--- config.mk ---
export PLATFORM = sky130hd
export DESIGN_NAME = bus_slave_resp
export DESIGN_NICKNAME = d
export VERILOG_FILES = /design/src/rtl/bus_slave_resp_pkg.sv /design/src/rtl/bus_slave_resp_mul32_seq.sv /design/src/rtl/bus_slave_resp.sv
export SDC_FILE = /design/constraint.sdc
export NUM_CORES = 1
export LEC_CHECK = 0
export BUFFER_PORTS_ARGS = -buffer_cell sky130_fd_sc_hd__clkbuf_2
export CORE_MARGIN = 3
export CORE_UTILIZATION = 55
export CTS_BUF_LIST = sky130_fd_sc_hd__clkbuf_16
export CTS_CLUSTER_SIZE = 24
export DETAILED_ROUTE_END_ITERATION = 10
export PLACE_DENSITY = 0.73
export SYNTH_ARGS = -nofsm -noshare
export SYNTH_HDL_FRONTEND = slang
export SYNTH_SLANG_ARGS = --single-unit
--- constraint.sdc ---
create_clock -name clk -period 4.9 [get_ports clk]
set_input_delay 0.735 -clock clk [delete_from_list [all_inputs] [get_ports clk]]
set_output_delay 0.735 -clock clk [all_outputs]
set_load 0.005 [all_outputs]
--- src/rtl/bus_slave_resp_pkg.sv ---
// Shared constants for the multiplier slave: register offsets, CTRL/STATUS bit positions
// and the FSM state encoding. Also used by bus-master code.
package bus_slave_resp_pkg;

   localparam logic [2:0] OffResultLo = 3'd0;
   localparam logic [2:0] OffResultHi = 3'd1;
   localparam logic [2:0] OffStatus   = 3'd2;
   localparam logic [2:0] OffOpcount  = 3'd3;
   localparam logic [2:0] OffOpa      = 3'd4;
   localparam logic [2:0] OffOpb      = 3'd5;
   localparam logic [2:0] OffCtrl     = 3'd6;

   localparam int unsigned CtrlStartBit   = 0;
   localparam int unsigned CtrlOpClearBit = 1;
   localparam int unsigned CtrlIntEnBit   = 2;

   localparam int unsigned StatBusyBit  = 0;
   localparam int unsigned StatDoneBit  = 1;
   localparam int unsigned StatIntEnBit = 2;

   localparam int unsigned NumIter = 32;

   typedef enum logic [1:0] {
      StIdle = 2'd0,
      StExec = 2'd1,
      StDone = 2'd2
   } state_t;

endpackage

--- src/rtl/bus_slave_resp_mul32_seq.sv ---
// Sequential 32x32 unsigned shift-add multiplier, one partial product per step.
module mul32_seq
   import bus_slave_resp_pkg::*;
(
   input  logic        clk,
   input  logic        reset_n,
   input  logic        load,
   input  logic        step,
   input  logic        clear,
   input  logic [31:0] op_a,
   input  logic [31:0] op_b,
   output logic [63:0] product,
   output logic        done
);

   logic [63:0] mcand_q;
   logic [31:0] mplier_q;
   logic [63:0] acc_q;
   logic [5:0]  iter_q;

   always_ff @(posedge clk or negedge reset_n) begin
      if (!reset_n) begin
         mcand_q  <= '0;
         mplier_q <= '0;
         acc_q    <= '0;
         iter_q   <= '0;
      end else if (clear) begin
         acc_q  <= '0;
         iter_q <= '0;
      end else if (load) begin
         mcand_q  <= {32'h0, op_a};
         mplier_q <= op_b;
         acc_q    <= '0;
         iter_q   <= '0;
      end else if (step) begin
         acc_q    <= acc_q + (mplier_q[0] ? mcand_q : 64'h0);
         mcand_q  <= mcand_q << 1;
         mplier_q <= mplier_q >> 1;
         iter_q   <= iter_q + 6'd1;
      end
   end

   assign product = acc_q;
   // High during the final step so the owner can leave EXEC on the same edge it completes.
   assign done    = step && (iter_q == 6'(NumIter - 1));

endmodule

--- src/rtl/bus_slave_resp.sv ---
// Memory-mapped slave that runs a sequential 32x32 multiply and raises a level interrupt
// when the 64-bit result is ready; reading OPCOUNT acknowledges it.
module bus_slave_resp
   import bus_slave_resp_pkg::*;
#(
   parameter logic [7:0] BASE = 8'h60
) (
   input  logic        clk,
   input  logic        reset_n,
   input  logic        S_sel,
   input  logic        S_wr,
   input  logic [7:0]  S_address,
   input  logic [31:0] S_din,
   output logic [31:0] S_dout,
   output logic        m_interrupt
);

   state_t      state_q, state_d;
   logic [31:0] opa_q, opb_q;
   logic [7:0]  opcount_q;
   logic        int_en_q, ack_q;
   logic [7:0]  rel_addr;
   logic [2:0]  off;
   logic        in_win, rd_any, rd_hit, wr_hit, ctrl_wr;
   logic        start, op_clear, launch, mul_step, mul_done;
   logic        busy, done_st;
   logic [63:0] product;
   logic [31:0] status, rd_data;

   // Wrapping subtraction makes the window check a single upper-bits test.
   assign rel_addr = S_address - BASE;
   assign in_win   = (rel_addr[7:3] == 5'd0);
   assign off      = rel_addr[2:0];
   assign rd_any   = S_sel && !S_wr;
   assign rd_hit   = rd_any && in_win;
   assign wr_hit   = S_sel && S_wr && in_win;
   assign ctrl_wr  = wr_hit && (off == OffCtrl);
   assign start    = ctrl_wr && S_din[CtrlStartBit];
   assign op_clear = ctrl_wr && S_din[CtrlOpClearBit];
   assign launch   = start && !op_clear && (state_q != StExec);
   assign mul_step = (state_q == StExec) && !op_clear;

   mul32_seq u_mul (
      .clk     (clk),
      .reset_n (reset_n),
      .load    (launch),
      .step    (mul_step),
      .clear   (op_clear),
      .op_a    (opa_q),
      .op_b    (opb_q),
      .product (product),
      .done    (mul_done)
   );

   always_ff @(posedge clk or negedge reset_n) begin
      if (!reset_n) state_q <= StIdle;
      else          state_q <= state_d;
   end

   always_comb begin
      state_d = state_q;
      if (op_clear) begin
         state_d = StIdle;
      end else begin
         unique case (state_q)
            StIdle:  if (start)    state_d = StExec;
            StExec:  if (mul_done) state_d = StDone;
            StDone:  if (start)    state_d = StExec;
            default:               state_d = StIdle;
         endcase
      end
   end

   always_comb begin
      busy        = (state_q == StExec);
      done_st     = (state_q == StDone);
      m_interrupt = done_st && int_en_q && !ack_q;
   end

   always_comb begin
      status               = 32'h0;
      status[StatBusyBit]  = busy;
      status[StatDoneBit]  = done_st;
      status[StatIntEnBit] = int_en_q;
      case (off)
         OffResultLo: rd_data = product[31:0];
         OffResultHi: rd_data = product[63:32];
         OffStatus:   rd_data = status;
         OffOpcount:  rd_data = {24'h0, opcount_q};
         OffOpa:      rd_data = opa_q;
         OffOpb:      rd_data = opb_q;
         default:     rd_data = 32'h0;
      endcase
   end

   always_ff @(posedge clk or negedge reset_n) begin
      if (!reset_n) begin
         S_dout    <= '0;
         opa_q     <= '0;
         opb_q     <= '0;
         opcount_q <= '0;
         int_en_q  <= 1'b0;
         ack_q     <= 1'b0;
      end else begin
         if (rd_any) S_dout <= rd_hit ? rd_data : 32'h0;
         if (wr_hit && off == OffOpa) opa_q <= S_din;
         if (wr_hit && off == OffOpb) opb_q <= S_din;
         // A clear leaves the interrupt enable as it was.
         if (ctrl_wr && !op_clear) int_en_q <= S_din[CtrlIntEnBit];
         if (state_q == StExec && state_d == StDone) opcount_q <= opcount_q + 8'd1;
         if (op_clear || launch)            ack_q <= 1'b0;
         else if (rd_hit && off == OffOpcount) ack_q <= 1'b1;
      end
   end

endmodule

=== After elaboration in Yosys (flattened, before gate mapping) ===
Index checks and enable logic that the tools add are counted.
W data, S select, Z words.

* Input port bits: 44
* Word-level logic and storage cells: 76
* Output and inout bits: 33
* Register bits after elaboration: 274

* Bitwise logic cells: 1
* Mux-type cells: 19
* Add/sub/neg operators: 4
* Reductions and logical operators: 30
* Eq/ne operators: 11

{| class="wikitable"
|+ Operators with widths
! kind !! number
|-
| $mux W64 || 6
|-
| $pmux W32 S6 || 1
|-
| $mux W32 || 3
|-
| $add A64 B64 Y64 || 1
|-
| $logic_and A1 B1 Y1 || 18
|-
| $mux W6 || 3
|-
| $eq A3 B3 Y1 const B || 3
|-
| $add A8 B1 Y8 const B || 1
|-
| $sub A8 B7 Y8 const B || 1
|-
| $add A6 B1 Y6 const B || 1
|-
| $eq A3 B2 Y1 const B || 2
|-
| $eq A6 B5 Y1 const B || 1
|-
| $mux W2 || 3
|-
| $logic_not A5 Y1 || 1
|-
| $eq A2 B2 Y1 const B || 2
|-
| $pmux W2 S2 || 1
|-
| $reduce_bool A2 Y1 || 2
|-
| $eq A3 B1 Y1 const B || 1
|-
| $logic_not A1 Y1 || 3
|-
| $logic_not A3 Y1 || 1
|-
| $reduce_bool A3 Y1 || 1
|-
| $eq A2 B1 Y1 const B || 1
|-
| $logic_not A2 Y1 || 1
|-
| $mux W1 || 2
|-
| other kinds (5) || 5
|}

=== Longest topological paths before layout ===
* Depth in word-level cells: 13
* Mapped depth: 15
* Mapped depth without buffers: 14

=== Cells and area by module ===
From an unflattened synthesis, not the netlist that was laid out.

* Cell total of the unflattened synthesis: 1695
* Area, all modules: 16101.7 um2

{| class="wikitable"
|+ By module, submodules not included
! module !! instances !! cells each !! area each (um2) !! seq. area each (um2)
|-
| mul32_seq || 1 || 1280 || 11078.1 || 4154.0
|-
| bus_slave_resp || 1 || 415 || 5023.6 || 2702.6
|}

=== Least setup slack after synthesis ===
Ideal clock, no wire load.

* Kind: flip-flop to flip-flop
* Start: register u_mul.mplier_q[0]
* End: register u_mul.acc_q[60] (netlist: u_mul.product[60])
* Slack: 1451 ps
* Setup time: 122 ps
* Path buffers: 1
* Period minus slack after synthesis: 3449 ps
* Data arrival time: 3328 ps
* Data required time: 4778 ps
* Cell stages (with the launch flop): 16
* Path through: dfrtp_1 -> clkbuf_1 -> and2_1 -> ha_1 -> inv_1 -> fa_1 -> nor2b_1 -> o2111ai_1 -> a211oi_1 -> or3b_1 -> a21oi_1 -> o41ai_1 -> a41oi_1 -> o31ai_1 -> mux2i_1 -> nand2_1

* Longest elaborated chain between the ends: 5

{| class="wikitable"
|+ RTL lines
! what !! RTL line !! source
|-
| start, declared || bus_slave_resp_mul32_seq.sv:17 || <nowiki>logic [31:0] mplier_q;</nowiki>
|-
| start signal, assigned || bus_slave_resp_mul32_seq.sv:32 || <nowiki>mplier_q <= op_b;</nowiki>
|-
| start signal, assigned || bus_slave_resp_mul32_seq.sv:38 || <nowiki>mplier_q <= mplier_q >> 1;</nowiki>
|-
| $mux W64 || bus_slave_resp_mul32_seq.sv:36 || <nowiki>acc_q <= acc_q + (mplier_q[0] ? mcand_q : 64'h0);</nowiki>
|-
| $add A64 B64 Y64 || bus_slave_resp_mul32_seq.sv:36 ||
|-
| $mux W64 || bus_slave_resp_mul32_seq.sv:35 || <nowiki>end else if (step) begin</nowiki>
|-
| $mux W64 || bus_slave_resp_mul32_seq.sv:30 || <nowiki>end else if (load) begin</nowiki>
|-
| $mux W64 || bus_slave_resp_mul32_seq.sv:27 || <nowiki>end else if (clear) begin</nowiki>
|-
| end signal, assigned || bus_slave_resp_mul32_seq.sv:36 ||
|-
| end, declared || bus_slave_resp_mul32_seq.sv:18 || <nowiki>logic [63:0] acc_q;</nowiki>
|}

No other way between the ends. The select of a mux whose other input is x is not followed.
A chain may end at the register's enable or synchronous reset.

=== Worst setup path after layout ===
* Start: register u_mul.mplier_q[0]
* End: register u_mul.acc_q[62] (netlist: u_mul.product[62])

The elaborated chain is that of the path after synthesis.

==> qor.csv <==
stage,metric,value,unit
run_status,status,"finished, final reports clean",
drt,routed-wl-met3,2650,um
drt,firstDrtPassIters,5,
grt,grt_antenna_before_repair,0,
power,switchingPower,5.06,mW
clocking,cts_hold_buf,0,
power,power_density,668,mW/mm2
clocking,cts-resized-gates,0,
hold_path,hold_path.class,primary input to asynchronous set/reset pin,
timing,fin_crit,4490,ps
timing,setup_viol,0,
drt,m1WireLength,19000,um
drt,top_layer,met4,
timing,worst_slew_pin_slew,1200,ps
synth,async_reset_ff_share,100,%
grt,grt_overflow,0,
floorplan,rows,61,
synth,synth_fp_nets,1789,
timing,max_slew_margin,19.5,%
synth,synth_top_family_by_area,compound AO/OA/AOI/OAI gates,
placed_design,dp.cells,2041,
layout,fill_cells,2369,
synth,synth.area.mux_share,6.02,%
timing,finalCritPeriodShare,91.6,%
timing,maxSlewViolCount,0,
worst_setup_path,arrival,4910,ps
synth,syn_area,0.0156,mm2
clocking,cts_tree,done,
synth,ys_ff_latch,274,
power,sw_frac_of_total,43.9,%
timing,clock_skew,29.5,ps
synth,ys_seq_area_share,44.0,%
clocking,clk_path_buf_depth,3,
power,p_total,11.5,mW
placed_design,gp_congestion,0.930,
clocking,cts_inserted_buffers,30,
clocking,postCtsSetupRepairBufs,0,
timing,fmax,0.223,GHz
placed_design,io_buffers,76,
worst_setup_path,required,5320,ps
floorplan,die_area,0.0304,mm2
power,p_comb_share,50.1,%
placed_design,preCtsSetupSlack,520,ps
synth,synth_flop_cell,dfrtp_1,
placed_design,dp_hpwl,29400,um
layout,areaGrowthSynthToFinish,10.5,%
drt,vias,12900,
timing,rsz0062_at_grt,false,
grt,grt_pass1_wl,69100,um
floorplan,die_h,174,um
layout,final_cells,2096,
grt,grtUsageTotal,27.7,%
power,pwr-share-seq,30.3,%
worst_setup_path,startpoint_type,flop,
layout,drive_gt1_share,13.3,%
floorplan,io_pins,77,
timing,setup_slack,412,ps
drt,totalWireLength,42100,um
power,power_leakage,8.08,nW
synth,synth_xor_area_share,3.82,%
worst_setup_path,endpoint_kind,flop,
synth,synth_adder_area_share,5.34,%
layout,nets,1805,
synth,yosys.area_share.simple,16.5,%
layout,finish.utilization,61.9,%
synth,syn-instance-count,1679,
drt,wl_per_cell,20.1,um
synth,synth_compound_area_share,21.3,%
grt,grt_max_degree,119,
clocking,clock_latency,570,ps
drt,drc,0,
drt,wl_met2,19600,um
layout,antenna_cells,0,
synth,synth_area_per_cell,9.29,um2
synth,ys_warn_count,0,
drt,detail-route-antenna-nets,0,
worst_setup_path,timing_worst_setup_path_type,flop to flop,
worst_setup_path,path_max_fanout,66,
power,p_int,6.45,mW
clocking,cts_htree_levels,1,
floorplan,core-area,0.0279,mm2
floorplan,start_util,56.0,%
synth,ys_types,70,
drt,viasPerCell,6.16,
grt,first_global_vias,12900,
floorplan,die_x,174,um
job,maxCapViolCount,0,
drt,drt_iter0_drc,1154,
clocking,cts.sinks,274,
power,p_clk_share,19.5,%
clocking,cts_root_buf,clkbuf_16,
clocking,path_clk_slew,60,ps
power,vdd_drop_max,443,uV
timing,setup_tns,0,ps
synth,synth_edf_count,0,
timing,hold_viol,0,
[cells in the mapped netlist, drive strengths merged (19+ instances only)]
| cell type | number | area (um2) |
|---|---|---|
| a22o | 68 | 596 |
| dfrtp | 274 | 6860 |
| nor2 | 110 | 413 |
| nand3 | 22 | 110 |
| mux2 | 68 | 766 |
| clkbuf | 91 | 342 |
| buf | 19 | 78.8 |
| nand4 | 21 | 131 |
| xor2 | 35 | 307 |
| a221oi | 25 | 219 |
| ha | 65 | 813 |
| o21ai | 128 | 644 |
| and2 | 70 | 438 |
| a21o | 41 | 308 |
| a31oi | 77 | 488 |
| a21oi | 90 | 450 |
| nand2 | 279 | 1050 |
| xnor2 | 33 | 289 |
[metal layers]
metal  GRT usage, %  vias up
met5              0        -
met3           5.13       69
li1               -     6082
met2           44.8      359
met4           7.00        0
met1           38.9     6410
[power groups by stage]
stage | logic (mW) | registers (mW) | clock network (mW)
after floorplan | 4.48 | 3.22 | 0
after global placement | 5.56 | 3.49 | 0
after detailed placement | 5.67 | 3.50 | 0
after CTS | 5.71 | 3.47 | 2.29
after global routing | 6.42 | 3.56 | 2.38
final | 5.77 | 3.49 | 2.25
[state kept, by name, indices dropped and copies added, names as in the netlist]
| signal | count |
|---|---|
| ack_q | 1 |
| u_mul.product | 64 |
| S_dout | 32 |
| opa_q | 32 |
| opcount_q | 8 |
| u_mul.iter_q | 6 |
| state_q | 2 |
| int_en_q | 1 |
| u_mul.mcand_q | 64 |
| u_mul.mplier_q | 32 |
| opb_q | 32 |
[logic make-up (layout without fill, tap and decap cells)]
family                   count (synthesis)  after routing
AND/OR/NAND/NOR                        565            565
AO/OA/AOI/OAI                          501            501
flip-flops                             274            274
buffers and inverters                  126            165
multiplexers                            79             79
XOR/XNOR                                68             68
adder cells (fa/ha/maj)                 66             66
[critical path: stages (launching register included)]
cell	delay (ps)
dfrtp_1	360
buf_4	470
and2_1	210
ha_1	280
a21oi_1	450
a21oi_1	130
o21a_1	180
a311oi_1	620
o21ai_1	340
a31oi_1	570
o211ai_1	260
a31oi_1	230
xor2_1	160
o21ai_0	80
[cell type report]
type                            count  area, um2  share of cell area, %
Tap cell                          378        473                   2.74
Clock buffer                       30        751                   4.35
Multi-Input combinational cell   1279       8310                   48.2
Inverter                           16       60.1                  0.348
Clock inverter                     25        230                   1.34
Sequential cell                   274       6860                   39.8
Timing Repair Buffer               94        563                   3.27
[worst paths after layout]
check                               endpoint  slack, ps              start  depth (start not counted)
max                        u_mul.product[62]        410  u_mul.mplier_q[0]                         13
min                        u_mul.mplier_q[7]        200            reset_n                          1
max reg2reg                u_mul.product[62]        410  u_mul.mplier_q[0]                         13
min reg2reg                       S_dout[26]        480         S_dout[26]                          2
max in group asynchronous  u_mul.product[50]       3480            reset_n                          2
min in group clk                    opa_q[7]        420           S_din[7]                          2
[layout by cell type (no fill, tap or decap), drive strengths merged, types with 25 or more instances in the layout]
cell,count
a21o,41
a21oi,90
a221oi,25
a22o,68
a31oi,77
and2,70
clkbuf,105
dfrtp,274
ha,65
mux2,68
nand2,279
nor2,110
o21ai,128
xnor2,33
xor2,35
[metrics by stage]
| stage | instance area, um2 | hold WS (ps) |
|---|---|---|
| CTS | 17200 | 263 |
| global placement | 16300 | 462 |
| floorplan | 15600 | 439 |
| detailed placement | 16300 | 469 |
| global route | 17200 | 299 |
| finish | 17200 | 204 |
Power figures use the tool's default switching activity.
